==> src/rtl/ifid_pipe.sv <==
// IF/ID pipeline register: captures the fetched instruction and its PCs,
// with flush-to-bubble, stall hold, halt freeze and saturating event counters.
module ifid_pipe #(
    parameter logic [3:0]  HALT_OPCODE  = 4'hF,
    parameter logic [15:0] BUBBLE_INSTR = 16'h0000
) (
    input  logic        clk,
    input  logic        rst,
    input  logic        en,
    input  logic        flush,
    input  logic [15:0] instr_IF,
    input  logic [15:0] PC_IF,
    input  logic [15:0] PC_plus2_IF,
    output logic [15:0] instr_ID,
    output logic [15:0] PC_ID,
    output logic [15:0] PC_plus2_ID,
    output logic        valid_ID,
    output logic        halt_ID,
    output logic [15:0] stall_cnt,
    output logic [15:0] flush_cnt
);

    localparam int unsigned W      = 16;
    localparam int unsigned OP_MSB = 15;
    localparam int unsigned OP_LSB = 12;
    localparam logic [W-1:0] CNT_MAX = {W{1'b1}};

    logic [W-1:0] instr_q,    instr_d;
    logic [W-1:0] pc_q,       pc_d;
    logic [W-1:0] pc2_q,      pc2_d;
    logic         valid_q,    valid_d;
    logic         halt_q,     halt_d;
    logic [W-1:0] stall_cnt_q, stall_cnt_d;
    logic [W-1:0] flush_cnt_q, flush_cnt_d;

    // Next-state selection in priority order: flush, halt freeze, stall, capture.
    always_comb begin
        instr_d     = instr_q;
        pc_d        = pc_q;
        pc2_d       = pc2_q;
        valid_d     = valid_q;
        halt_d      = halt_q;
        stall_cnt_d = stall_cnt_q;
        flush_cnt_d = flush_cnt_q;

        if (flush) begin
            // A flush during halt means the halt was on a wrong path; drop it.
            instr_d = BUBBLE_INSTR;
            pc_d    = '0;
            pc2_d   = '0;
            valid_d = 1'b0;
            halt_d  = 1'b0;
            if (flush_cnt_q != CNT_MAX) begin
                flush_cnt_d = flush_cnt_q + W'(1);
            end
        end else if (halt_q) begin
            // Halt freeze: everything holds regardless of en.
            halt_d = 1'b1;
        end else if (!en) begin
            if (stall_cnt_q != CNT_MAX) begin
                stall_cnt_d = stall_cnt_q + W'(1);
            end
        end else begin
            instr_d = instr_IF;
            pc_d    = PC_IF;
            pc2_d   = PC_plus2_IF;
            valid_d = 1'b1;
            halt_d  = (instr_IF[OP_MSB:OP_LSB] == HALT_OPCODE);
        end
    end

    // State registers with synchronous reset taking priority over everything.
    always_ff @(posedge clk) begin
        if (rst) begin
            instr_q     <= BUBBLE_INSTR;
            pc_q        <= '0;
            pc2_q       <= '0;
            valid_q     <= 1'b0;
            halt_q      <= 1'b0;
            stall_cnt_q <= '0;
            flush_cnt_q <= '0;
        end else begin
            instr_q     <= instr_d;
            pc_q        <= pc_d;
            pc2_q       <= pc2_d;
            valid_q     <= valid_d;
            halt_q      <= halt_d;
            stall_cnt_q <= stall_cnt_d;
            flush_cnt_q <= flush_cnt_d;
        end
    end

    assign instr_ID    = instr_q;
    assign PC_ID       = pc_q;
    assign PC_plus2_ID = pc2_q;
    assign valid_ID    = valid_q;
    assign halt_ID     = halt_q;
    assign stall_cnt   = stall_cnt_q;
    assign flush_cnt   = flush_cnt_q;

endmodule

==> config.mk <==
export PLATFORM = sky130hd
export DESIGN_NAME = ifid_pipe
export DESIGN_NICKNAME = d
export VERILOG_FILES = /design/src/rtl/ifid_pipe.sv
export SDC_FILE = /design/constraint.sdc
export NUM_CORES = 1
export LEC_CHECK = 0
export CORE_ASPECT_RATIO = 0.8
export CORE_MARGIN = 5
export CORE_UTILIZATION = 30
export DETAILED_ROUTE_END_ITERATION = 7
export GPL_ROUTABILITY_DRIVEN = 1
export PLACE_DENSITY = 0.69
export SETUP_SLACK_MARGIN = 0.3
export SLEW_MARGIN = 5
export SYNTH_ARGS = -nofsm -noshare
export SYNTH_HDL_FRONTEND = slang
export SYNTH_SLANG_ARGS = --single-unit
export TNS_END_PERCENT = 10
==> constraint.sdc <==
create_clock -name clk -period 2.65 [get_ports clk]
set_input_delay 0.795 -clock clk [delete_from_list [all_inputs] [get_ports clk]]
set_output_delay 0.795 -clock clk [all_outputs]
set_load 0.005 [all_outputs]
== Word-level counts from Yosys, hierarchy flattened ==
Cells that the tools add are included.

* Register bits: 82
* Input bits: 52
* Output and inout bits: 82
* Word-level logic and storage cells: 21

* Add/subtract/negate cells: 2
* Equal/unequal tests: 3
* Mux-type cells: 2
* Bitwise gates (word level): 3
* Reduce and logical (&&, ||, !) cells: 4

{| class="wikitable"
|+ Operators by type and width
! operator !! count
|-
| adder 16 x 1 -> 16 bit (second input constant) || 2
|-
| != test 16 bit (second input constant) || 2
|-
| equality test 4 bit (second input constant) || 1
|-
| AND reduction 2 bit || 2
|-
| AND reduction 4 bit || 1
|-
| inverter 1 bit || 3
|-
| two-way mux 1 bit || 2
|-
| OR reduction 2 bit || 1
|}

== Logic depth before layout (Yosys ltp) ==
Gate-level depths: netlist of the first run.

* Depth after elaboration: 3
* Mapped depth: 6
* Depth with buffers taken out: 5

== Worst setup path before layout of the first run ==
No wires, ideal clock.

* Kind: input to register
* Start point: input flush
* End point: register stall_cnt_q[9] (netlist: stall_cnt[9])
* Setup time: 70 ps
* Data arrival time: 2,311 ps
* Required time: 2,580 ps
* Path slack: 268 ps
* Stages on the path: 6
* Buffers on the path: 2
* Path through: buf_6 or3_1 or3_1 buf_2 or4_1 a21oi_1

* Longest elaborated chain between the ends: 2

{| class="wikitable"
|+ Ends and longest elaborated chain
! element !! line !! RTL
|-
| from (decl) || 10 || <nowiki>input logic flush,</nowiki>
|-
| inverter 1 bit (no source line) || - ||
|-
| AND reduction 4 bit (no source line) || - ||
|-
| to (signal assigned) || 88 || <nowiki>stall_cnt_q <= stall_cnt_d;</nowiki>
|-
| to (decl) || 33 || <nowiki>logic [W-1:0] stall_cnt_q, stall_cnt_d;</nowiki>
|}

No other way between the ends.
A chain may end at the register's enable or synchronous reset.

== Final worst setup path of the first run ==
* Start point: register halt_q (netlist: halt_ID)
* End point: output halt_ID

{| class="wikitable"
|+ RTL lines
! element !! line !! RTL
|-
| from (decl) || 32 || <nowiki>logic halt_q, halt_d;</nowiki>
|-
| from (signal assigned) || 87 || <nowiki>halt_q <= halt_d;</nowiki>
|-
| to (decl) || 18 || <nowiki>output logic halt_ID,</nowiki>
|}

No word-level cell between the ends.

==> out/summary.log, run 1 <==
qor: status.run_status finished clean
qor: route.total_vias_in_the_final_route 3,412
qor: clock_network.cts_made_buffers 9
qor: layout.multi_input_comb_area 1720 um2
qor: floorplan.fp-row-count 34
qor: synthesis.seq_area_frac_synth 48.8%
qor: synthesis.synth_area 3360 um2
qor: grt.antenna_found_initial 1
qor: synthesis.synth.largest_area_cell sky130_fd_sc_hd__dfxtp_1
qor: flow_run.cap_viol_max_count 0
qor: worst_setup_path.critPathCaptureType output port
qor: grt.grt.overflow.total 0
qor: route.antenna_violating_nets_post_route 0
qor: route.first_iter_violations 137
qor: route.detail_route.wl_per_cell 14.2 um
qor: layout.final_design_area_no_fill 5320 um2
qor: sta.slew_headroom 54.4%
qor: worst_hold_path.hold_depth 2
qor: clock_network.clock_insertion_delay_worst_skew 330 ps
qor: synthesis.ys_async_sr_fraction 0%
qor: worst_setup_path.path_cells clkdlybuf4s50_1
qor: synthesis.number_of_enable_type_register_cells_in_the_synthesized_netlist 0
qor: sta.setup_tns 0 ps
qor: synthesis.ys_types 36
qor: floorplan.die_h 105 um
qor: synthesis.post-synth-top-area-fraction 48.8%
qor: floorplan.floorplan.io_pins 134
qor: sta.clock.fmax 0.457 GHz
qor: power_and_ir_drop.power_leakage 1.79 nW
qor: grt.maximum_number_of_pins_on_one_net_before_global_route_repair 51
qor: synthesis.avgSynthCellArea 8.06 um2
qor: clock_network.cts.root.buffer_cell sky130_fd_sc_hd__clkbuf_16
qor: placed_design.finalWeightedCongestion 0.807
qor: worst_setup_path.path_max_fanout 6
qor: floorplan.design.die.area 13,400 um2
qor: route.drt_first_pass_iters 4
qor: synthesis.synth_flop_cell sky130_fd_sc_hd__dfxtp_1
qor: grt.grt_first_pass_wirelength 16,000 um
qor: layout.fillers 1,035
qor: sta.timing_max_transition_violations_final 0
qor: worst_setup_path.cp.depth 1
qor: synthesis.postSynthCellCount 417
qor: worst_setup_path.timing.critical_path.required 1860 ps
qor: floorplan.floorplan.core_area 10,900 um2
qor: synthesis.post_synth_main_area_contributors sky130_fd_sc_hd__dfxtp_1 (49%), sky130_fd_sc_hd__nand2_1 (12%), sky130_fd_sc_hd__a21oi_1 (10%)
qor: layout.area.sequential 1640 um2
qor: power_and_ir_drop.powerDensity 527 nW/um2
qor: clock_network.cts_sinks 82
qor: sta.crit_share_post_route 82.5%
qor: sta.setup-violations-final 0
qor: route.drt-vias-per-instance 4.87
qor: synthesis.syn-num-nets 471
qor: synthesis.synth-warning-count 0
qor: worst_setup_path.sort_of_element_at_the_start_of_the_critical_path register
qor: grt.grt_pass1_vias 3,227
qor: floorplan.initial_utilization 30.7%
qor: sta.worstMarginPinSlew 681 ps
qor: clock_network.path_clk_slew 60 ps
qor: worst_setup_path.cpPeakStageDelay 590 ps
qor: layout.fin_nets 605
qor: placed_design.port_buffers 133
qor: route.detail_route.drc_violations 0
qor: worst_setup_path.worst-path-buf-inv 1
qor: route.routed_wirelength 9940 um
qor: sta.grt_setup_unrepaired no
qor: placed_design.hpwlAfterDp 6990 um
qor: power_and_ir_drop.peakVddDrop 0.000321 V
qor: worst_setup_path.critPathTopFamily buffers and inverters
qor: worst_setup_path.timing.setup.critical_path_class register to output port
qor: floorplan.die-width 128 um
qor: sta.final-hold-violation-count 0
qor: worst_setup_path.worstRegToRegCells 4
qor: sta.fin_skew 5.17 ps
qor: synthesis.postSynthRegisterBits 82
qor: placed_design.postPlaceCellArea 4900 um2
qor: worst_setup_path.critPathArrivalTime 1390 ps
qor: clock_network.cts.path.max_buffers 2
qor: clock_network.htreeDepth 3
qor: clock_network.tritoncts yes
qor: layout.layout-drive-gt1-share 10.1%
qor: sta.layout_min_cycle_time 2190 ps
qor: clock_network.cts_hold_bufs 0
qor: worst_hold_path.worst_hold_path_type register to register
qor: worst_setup_path.critical_path.slowest_cell sky130_fd_sc_hd__clkdlybuf4s50_1
qor: grt.aggregate_global_route_resource_usage 14.3%
qor: layout.area_growth_syn_to_layout 58.3%
==> cell usage in the layout, fill, tap and decap left out, types with 4 or more instances in the layout <==
cell type	count
sky130_fd_sc_hd__a21oi_1	65
sky130_fd_sc_hd__a21oi_2	4
sky130_fd_sc_hd__buf_4	11
sky130_fd_sc_hd__clkbuf_16	9
sky130_fd_sc_hd__clkdlybuf4s50_1	131
sky130_fd_sc_hd__dfxtp_1	82
sky130_fd_sc_hd__mux2_2	5
sky130_fd_sc_hd__nand2_1	107
sky130_fd_sc_hd__nand2b_1	4
sky130_fd_sc_hd__nand3_1	9
sky130_fd_sc_hd__nand4_1	11
sky130_fd_sc_hd__nor2_1	15
sky130_fd_sc_hd__nor2b_1	6
sky130_fd_sc_hd__nor3_1	4
sky130_fd_sc_hd__nor4_1	5
sky130_fd_sc_hd__o21ai_0	12
sky130_fd_sc_hd__o31ai_1	7
sky130_fd_sc_hd__or3_1	9
sky130_fd_sc_hd__or4_1	7
==> where the power goes <==
part / total (W) / leakage, nW / internal [W] / switching (W)
clock network: 0.00127 / 0.152 / 0.000800 / 0.000465
logic: 0.000258 / 0.971 / 0.000152 / 0.000106
registers: 0.00128 / 0.666 / 0.00126 / 0.0000190
==> cell usage after synthesis, types with 3 or more instances <==
| library cell | n |
|---|---|
| sky130_fd_sc_hd__nor2b_1 | 7 |
| sky130_fd_sc_hd__nand4_1 | 11 |
| sky130_fd_sc_hd__o21ai_0 | 12 |
| sky130_fd_sc_hd__nor2_1 | 15 |
| sky130_fd_sc_hd__nand2_1 | 107 |
| sky130_fd_sc_hd__or2_2 | 3 |
| sky130_fd_sc_hd__nand2b_1 | 5 |
| sky130_fd_sc_hd__nor3_1 | 5 |
| sky130_fd_sc_hd__nand3_1 | 9 |
| sky130_fd_sc_hd__clkbuf_1 | 21 |
| sky130_fd_sc_hd__dfxtp_1 | 82 |
| sky130_fd_sc_hd__or3_1 | 12 |
| sky130_fd_sc_hd__or4_1 | 10 |
| sky130_fd_sc_hd__and4_1 | 3 |
| sky130_fd_sc_hd__nor4_1 | 7 |
| sky130_fd_sc_hd__o31ai_1 | 10 |
| sky130_fd_sc_hd__a21oi_1 | 69 |
| sky130_fd_sc_hd__a31oi_1 | 3 |
| sky130_fd_sc_hd__mux2_2 | 5 |
==> worst paths after layout <==
check | to | from | slack [ps]
worst min register to register | PC_plus2_ID[14]$_SDFFE_PP0P_ | PC_plus2_ID[14]$_SDFFE_PP0P_ | 450
worst max-delay path | halt_ID | halt_ID$_SDFF_PP0_ | 460
worst min-delay path | PC_plus2_ID[14]$_SDFFE_PP0P_ | PC_plus2_ID[14]$_SDFFE_PP0P_ | 450
worst max register to register | stall_cnt[14]$_SDFFE_PP0P_ | stall_cnt[8]$_SDFFE_PP0P_ | 570
==> layout make-up <==
type                       instances  share of cell area, %
inverter                           2                  0.141
multi-input combinational        309                   32.3
clock inverter                     2                  0.659
sequential                        82                   30.9
tap                              144                   3.39
clock buffer                      13                   5.08
antenna                            1                 0.0470
timing repair buffer             147                   27.6
==> sequential cells by signal, indices dropped and copies added (netlist names) <==
signal and cells:
PC_ID 16, PC_plus2_ID 16, flush_cnt 16, halt_ID 1
instr_ID 16, stall_cnt 16, valid_ID 1
==> per-layer routing <==
metal	vias to the layer above	part of all wire, %	track usage [%]	wire length, um
met1	1564	44	18.6	4410
met4	0	1.9	5.30	184
met5	-	0	0	0
li1	1735	-	-	-
met2	98	47	22.2	4660
met3	15	6.9	4.28	683
==> cell families (layout without fill, tap and decap cells) <==
family / Yosys count / after routing / share of synthesized area (%)
muxes: 7 / 7 / 2.27
buffers and inverters: 26 / 164 / 3.16
other: 0 / 1 / 0
xor gates and xnor gates: 1 / 1 / 0.261
and+or+nand+nor: 200 / 200 / 28.5
AOI/OAI and AO/OA: 99 / 99 / 16.2
adders and majority gates: 2 / 2 / 0.744
DFF: 82 / 82 / 48.8
==> timing repair <==
item	CTS	global route
endpoints found under the setup margin	9	4
buffers inserted	1	1
pin swaps	1	7
resized for setup	4	18
==> through the flow <==
step	hold WS, ps	util, %	power [W]	std cells	setup WS [ps]
2_1_floorplan	453	-	0.00140	417	323
3_3_place_gp	441	44.8	0.00156	682	-115
3_5_place_dp	448	44.8	0.00156	682	-182
4_1_cts	455	47.8	0.00284	698	327
5_1_grt	477	48.7	0.00292	700	404
6_report	453	48.7	0.00280	700	463
(Power assumes the default switching activity.)
==> run 2, diff against run 1 <==
Clock period 2.65 ns to 2.21 ns, I/O delays scaled along.
==> out/summary.log, run 2 (synthesized netlist as in run 1, its figures left out) <==
qor: placed_design.hpwlAfterDp 7440 um [was 6990 um]
qor: sta.grt_setup_unrepaired yes [was no]
qor: clock_network.cts_made_buffers 9 [unchanged]
qor: floorplan.design.die.area 13,400 um2 [unchanged]
qor: worst_setup_path.timing.setup.critical_path_class register to output port [unchanged]
qor: power_and_ir_drop.powerDensity 612 nW/um2 [was 527 nW/um2]
qor: floorplan.floorplan.core_area 10,900 um2 [unchanged]
qor: power_and_ir_drop.peakVddDrop 0.000426 V [was 0.000321 V]
qor: status.run_status finished clean [unchanged]
qor: layout.final_common_cell sky130_fd_sc_hd__clkdlybuf4s50_1 [unchanged]
qor: worst_setup_path.cp.depth 1 [unchanged]
qor: sta.final-hold-violation-count 0 [unchanged]
qor: sta.worstMarginPinSlew 381 ps [was 681 ps]
qor: layout.final_core_util 49.5% [was 48.7%]
qor: sta.fin_skew 2.48 ps [was 5.17 ps]
qor: worst_setup_path.worst_r2r_endpoint flush_cnt[14]$_SDFFE_PP0P_ [was stall_cnt[14]$_SDFFE_PP0P_]
qor: floorplan.initial_utilization 30.7% [unchanged]
qor: layout.layout-drive-gt1-share 11.6% [was 10.1%]
qor: worst_setup_path.crit_start stall_cnt[3]$_SDFFE_PP0P_ [was halt_ID$_SDFF_PP0_]
qor: worst_setup_path.worst-path-buf-inv 1 [unchanged]
qor: sta.setup-violations-final 0 [unchanged]
qor: sta.layout_min_cycle_time 2000 ps
qor: worst_hold_path.worst_hold_path_type register to register [unchanged]
qor: layout.fillers 1,065 [was 1,035]
qor: layout.final_cell_mix sky130_fd_sc_hd__clkdlybuf4s50_1 (130), sky130_fd_sc_hd__nand2_1 (107), sky130_fd_sc_hd__dfxtp_1 (78) [was sky130_fd_sc_hd__clkdlybuf4s50_1 (131), sky130_fd_sc_hd__nand2_1 (107), sky130_fd_sc_hd__dfxtp_1 (82)]
qor: floorplan.fp-row-count 34 [unchanged]
qor: sta.hold_ws 452 ps [was 453 ps]
qor: worst_setup_path.path_max_fanout 7 [was 6]
qor: route.detail_route.wl_per_cell 14.3 um [was 14.2 um]
qor: clock_network.cts_sinks 82 [unchanged]
qor: worst_setup_path.regToRegSetupSlack 380 ps [was 570 ps]
qor: power_and_ir_drop.power_leakage 1.87 nW [was 1.79 nW]
qor: worst_setup_path.critPathArrivalTime 1340 ps [was 1390 ps]
qor: worst_setup_path.critPathTopFamily buffers and inverters [unchanged]
qor: floorplan.die-width 128 um [unchanged]
qor: route.antenna_violating_nets_post_route 0 [unchanged]
qor: grt.antenna_found_initial 0 [was 1]
qor: worst_setup_path.critPathCaptureType output port [unchanged]
qor: flow_run.cap_viol_max_count 0 [unchanged]
qor: floorplan.die_h 105 um [unchanged]
qor: clock_network.clock_insertion_delay_worst_skew 320 ps [was 330 ps]
qor: worst_setup_path.cpPeakStageDelay 570 ps [was 590 ps]
qor: clock_network.cts.path.max_buffers 2 [unchanged]
qor: placed_design.finalWeightedCongestion 0.812 [was 0.807]
qor: grt.grt_first_pass_wirelength 16,400 um [was 16,000 um]
qor: sta.crit_share_post_route 90.5%
qor: layout.area_growth_syn_to_layout 60.9% [was 58.3%]
qor: route.detail_route.drc_violations 0 [unchanged]
qor: route.drt-vias-per-instance 4.89 [was 4.87]
qor: grt.grt.overflow.total 0 [unchanged]
qor: grt.grt_pass1_vias 3,325 [was 3,227]
qor: route.drt_first_pass_iters 4 [unchanged]
qor: clock_network.tritoncts yes [unchanged]
qor: clock_network.cts.root.buffer_cell sky130_fd_sc_hd__clkbuf_16 [unchanged]
qor: worst_setup_path.worstSetupEndpoint stall_cnt[3] [was halt_ID]
qor: layout.fin_nets 621 [was 605]
qor: sta.clock.fmax 0.500 GHz
qor: worst_setup_path.timing.rr.start flush_cnt[0]$_SDFFE_PP0P_ [was stall_cnt[8]$_SDFFE_PP0P_]
qor: sta.slew_headroom 74.5% [was 54.4%]
qor: clock_network.htreeDepth 3 [unchanged]
qor: floorplan.floorplan.io_pins 134 [unchanged]
qor: worst_setup_path.path_cells clkdlybuf4s50_1 [unchanged]
qor: grt.maximum_number_of_pins_on_one_net_before_global_route_repair 51 [unchanged]
qor: worst_setup_path.critical_path.slowest_cell sky130_fd_sc_hd__clkdlybuf4s50_1 [unchanged]
qor: worst_setup_path.timing.critical_path.required 1550 ps [was 1860 ps]
qor: worst_setup_path.sort_of_element_at_the_start_of_the_critical_path register [unchanged]
qor: layout.antenna_cells_inserted 0 [was 1]
qor: route.total_vias_in_the_final_route 3,492 [was 3,412]
qor: worst_setup_path.worstRegToRegCells 5 [was 4]
qor: placed_design.port_buffers 133 [unchanged]
qor: sta.timing_max_transition_violations_final 0 [unchanged]
qor: grt.aggregate_global_route_resource_usage 14.6% [was 14.3%]
qor: route.routed_wirelength 10,200 um [was 9940 um]
qor: route.first_iter_violations 160 [was 137]
qor: clock_network.path_clk_slew 60 ps [about the same]
run 2: tightest hold or removal path, cell delays in order (launching register included):
cell,delay [ps]
sky130_fd_sc_hd__dfxtp_1,300
sky130_fd_sc_hd__nand2_1,50
sky130_fd_sc_hd__a21oi_1,50
run 2: power breakdown:
| group | leakage [nW] | switching [W] | internal [W] |
|---|---|---|---|
| clock network | 0.147 | 0.000537 | 0.000919 |
| registers | 0.668 | 0.0000225 | 0.00151 |
| logic | 1.06 | 0.000131 | 0.000191 |
run 2: repair_timing:
item	CTS	global route
hold buffers	0	0
setup endpoints to repair	51	44
buffers inserted	1	3
gates resized for setup	16	6
pin swaps	8	1
run 2: cell type report:
class / instances / area [um2] / share of cell area (%)
clock buffer: 11 / 253 / 4.67
clock inverter: 3 / 40.0 / 0.741
inverter: 2 / 7.51 / 0.139
multi-input combinational: 309 / 1670 / 30.9
sequential: 82 / 1650 / 30.5
tap: 144 / 180 / 3.33
timing repair buffer: 163 / 1600 / 29.6
run 2: metal layers:
layer / routed length (um) / GRT usage [%] / part of all wire, %
met1: 4460 / 17.6 / 44
met4: 218 / 5.23 / 2.1
met5: 0 / 0 / 0
met3: 712 / 5.00 / 7.0
met2: 4790 / 24.2 / 47
run 2: metrics by stage:
step,cell area [um2],power (W),instances,setup WS [ps],TNS (ps)
4_1_cts,5360,0.00337,711,188,0
2_1_floorplan,3380,0.00167,417,26.9,0
5_1_grt,5410,0.00345,714,158,0
3_3_place_gp,5040,0.00188,696,-424,-4910
6_report,5410,0.00331,714,209,0
3_5_place_dp,5040,0.00189,696,-443,-5800
run 2: how the worst min path moves through the flow:
stage                     cells after the start  slack, ps                   endpoint                 startpoint
after global routing                          2        470   instr_ID[4]$_SDFFE_PP0P_   instr_ID[4]$_SDFFE_PP0P_
final                                         2        450     PC_ID[13]$_SDFFE_PP0P_     PC_ID[13]$_SDFFE_PP0P_
after floorplan                               2        450      PC_ID[0]$_SDFFE_PP0P_      PC_ID[0]$_SDFFE_PP0P_
after detailed placement                      2        450  instr_ID[12]$_SDFFE_PP0P_  instr_ID[12]$_SDFFE_PP0P_
after CTS                                     2        450  instr_ID[12]$_SDFFE_PP0P_  instr_ID[12]$_SDFFE_PP0P_
after global placement                        2        440   instr_ID[2]$_SDFFE_PP0P_   instr_ID[2]$_SDFFE_PP0P_
==> run 3, diff against run 2 <==
Settings changed: CORE_UTILIZATION 30 to 40, PLACE_DENSITY 0.69 to 0.85.
==> out/summary.log, run 3 (synthesized netlist as in run 1, its figures left out) <==
qor: worst_setup_path.timing.setup.critical_path_class input port to register [was register to output port]
qor: placed_design.port_buffers 133 [unchanged]
qor: placed_design.finalWeightedCongestion 0.802 [was 0.812]
qor: sta.timing_max_transition_violations_final 0 [unchanged]
qor: placed_design.pre_cts_setup_slack -428 ps [was -443 ps]
qor: grt.grt.overflow.total 0 [unchanged]
qor: power_and_ir_drop.power_leakage 1.90 nW [was 1.87 nW]
qor: route.detail_route.wl_per_cell 14.7 um [was 14.3 um]
qor: sta.worst_slack 265 ps [was 209 ps]
qor: worst_setup_path.path_cells clkdlybuf4s15_2 > or3_4 > buf_4 > or2_4 > or4_1 > a21oi_1 [was clkdlybuf4s50_1]
qor: sta.layout_min_cycle_time 1950 ps [was 2000 ps]
qor: route.first_iter_violations 191 [was 160]
qor: floorplan.design.die.area 10,300 um2 [was 13,400 um2]
qor: status.run_status finished clean [unchanged]
qor: layout.antenna_cells_inserted 0 [unchanged]
qor: flow_run.cap_viol_max_count 0 [unchanged]
qor: worst_setup_path.cpPeakStageDelay 470 ps [was 570 ps]
qor: route.total_vias_in_the_final_route 3,568 [was 3,492]
qor: sta.worstMarginPinSlew 504 ps [was 381 ps]
qor: layout.fillers 668 [was 1,065]
qor: power_and_ir_drop.power 0.00283 W [was 0.00331 W]
qor: floorplan.die-width 112 um [was 128 um]
qor: grt.maximum_number_of_pins_on_one_net_before_global_route_repair 51 [unchanged]
qor: clock_network.cts_hold_bufs 0 [unchanged]
qor: clock_network.cts_sinks 82 [unchanged]
qor: sta.final-hold-violation-count 0 [unchanged]
qor: worst_setup_path.critPathTopFamily simple AND/OR/NAND/NOR gates [was buffers and inverters]
qor: floorplan.fp-row-count 29 [was 34]
qor: grt.grt_pass1_vias 3,343 [was 3,325]
qor: route.detail_route.drc_violations 0 [unchanged]
qor: layout.fin_nets 622 [was 621]
qor: clock_network.htreeDepth 3 [unchanged]
qor: layout.layout-drive-gt1-share 15.7% [was 11.6%]
qor: layout.area.sequential 1690 um2 [was 1650 um2]
qor: worst_setup_path.worst-path-buf-inv 2 [was 1]
qor: route.antenna_violating_nets_post_route 0 [unchanged]
qor: route.drt-vias-per-instance 5.25 [was 4.89]
qor: layout.final_common_cell sky130_fd_sc_hd__clkdlybuf4s50_1 [unchanged]
qor: floorplan.initial_utilization 41.7% [was 30.7%]
qor: clock_network.path_clk_slew 80 ps [was 60 ps]
qor: grt.grt_first_pass_wirelength 16,000 um [was 16,400 um]
qor: power_and_ir_drop.powerDensity 536 nW/um2 [was 612 nW/um2]
qor: layout.final_cell_mix sky130_fd_sc_hd__clkdlybuf4s50_1 (125), sky130_fd_sc_hd__nand2_1 (107), sky130_fd_sc_hd__a21oi_1 (69) [was sky130_fd_sc_hd__clkdlybuf4s50_1 (130), sky130_fd_sc_hd__nand2_1 (107), sky130_fd_sc_hd__dfxtp_1 (78)]
qor: route.drt_first_pass_iters 4 [unchanged]
qor: worst_setup_path.critPathCaptureType register [was output port]
qor: clock_network.clock_insertion_delay_worst_skew 330 ps [was 320 ps]
qor: route.routed_wirelength 9970 um [was 10,200 um]
qor: sta.setup_tns 0 ps [unchanged]
qor: clock_network.cts_made_buffers 9 [unchanged]
qor: grt.aggregate_global_route_resource_usage 18.4% [was 14.6%]
qor: worst_setup_path.critPathArrivalTime 2200 ps [was 1340 ps]
qor: sta.setup-violations-final 0 [unchanged]
qor: clock_network.tritoncts yes [unchanged]
qor: worst_setup_path.critical_path.slowest_cell sky130_fd_sc_hd__or4_1 [was sky130_fd_sc_hd__clkdlybuf4s50_1]
qor: layout.area_growth_syn_to_layout 57.0% [was 60.9%]
qor: floorplan.floorplan.core_area 8060 um2 [was 10,900 um2]
qor: floorplan.floorplan.io_pins 134 [unchanged]
qor: sta.hold_ws 458 ps [was 452 ps]
qor: worst_setup_path.timing.critical_path.required 2470 ps [was 1550 ps]
qor: layout.multi_input_comb_area 1650 um2 [was 1670 um2]
qor: sta.crit_share_post_route 88.0% [was 90.5%]
qor: worst_setup_path.sort_of_element_at_the_start_of_the_critical_path input port [was register]
qor: sta.slew_headroom 66.1% [was 74.5%]
qor: power_and_ir_drop.peakVddDrop 0.000473 V [was 0.000426 V]
qor: sta.clock.fmax 0.514 GHz [was 0.500 GHz]
qor: clock_network.cts.path.max_buffers 2 [unchanged]
qor: grt.antenna_found_initial 0 [unchanged]
qor: worst_hold_path.worst_hold_path_type register to register [unchanged]
qor: placed_design.hpwlAfterDp 7250 um [was 7440 um]
qor: worst_setup_path.path_max_fanout 3 [was 7]
qor: sta.grt_setup_unrepaired yes [unchanged]
qor: clock_network.cts.root.buffer_cell sky130_fd_sc_hd__clkbuf_8 [was sky130_fd_sc_hd__clkbuf_16]
qor: sta.fin_skew 8.15 ps [was 2.48 ps]
qor: floorplan.die_h 92.0 um [was 105 um]
[run 3: power breakdown]
part	switching (W)	internal [W]
Combinational	0.000128	0.000189
Clock	0.000520	0.000462
Sequential	0.0000227	0.00150
Total	0.000671	0.00216
[run 3: layout make-up]
type	instances	area share (%)
Timing Repair Buffer	164	30.5
Inverter	2	0.142
Clock inverter	4	0.522
Clock buffer	11	2.87
Tap cell	108	2.56
Multi-Input combinational cell	309	31.4
Sequential cell	82	32.0
[run 3: routing by layer]
metal	GRT usage, %	share of wire [%]	vias up
li1	-	-	1770
met2	33.0	51	105
met4	5.71	2.3	0
met1	21.1	41	1675
met3	5.26	5.3	18
met5	0	0	-
[run 3: what timing repair did]
item	in CTS	in global routing
resized for setup	12	38
pin swaps	7	0
setup buffers	0	5
gates cloned	0	0
endpoints found under the setup margin	51	61
[run 3: worst register-to-register path, cell delays in order (launching register included)]
cell and delay [ps]:
sky130_fd_sc_hd__dfxtp_1 380, sky130_fd_sc_hd__ha_1 240, sky130_fd_sc_hd__nand3_1 170, sky130_fd_sc_hd__or3_1 390
sky130_fd_sc_hd__buf_4 150, sky130_fd_sc_hd__or3_1 320, sky130_fd_sc_hd__a21oi_1 160
[run 3: metrics by stage]
| step | area (um2) | std cells | utilization, % |
|---|---|---|---|
| floorplan | 3380 | 417 | - |
| global placement | 4980 | 660 | 61.8 |
| detailed placement | 4980 | 660 | 61.8 |
| CTS | 5180 | 675 | 64.3 |
| global route | 5280 | 680 | 65.5 |
| finish | 5280 | 680 | 65.5 |
[run 3: worst paths after layout]
kind	from	endpoint	slack (ps)	cells after the start
min	instr_ID[0]$_SDFFE_PP0P_	instr_ID[0]$_SDFFE_PP0P_	460	2
min reg2reg	instr_ID[0]$_SDFFE_PP0P_	instr_ID[0]$_SDFFE_PP0P_	460	2
max reg2reg	stall_cnt[1]$_SDFFE_PP0P_	stall_cnt[10]$_SDFFE_PP0P_	330	6
max	en	stall_cnt[5]$_SDFFE_PP0P_	260	6
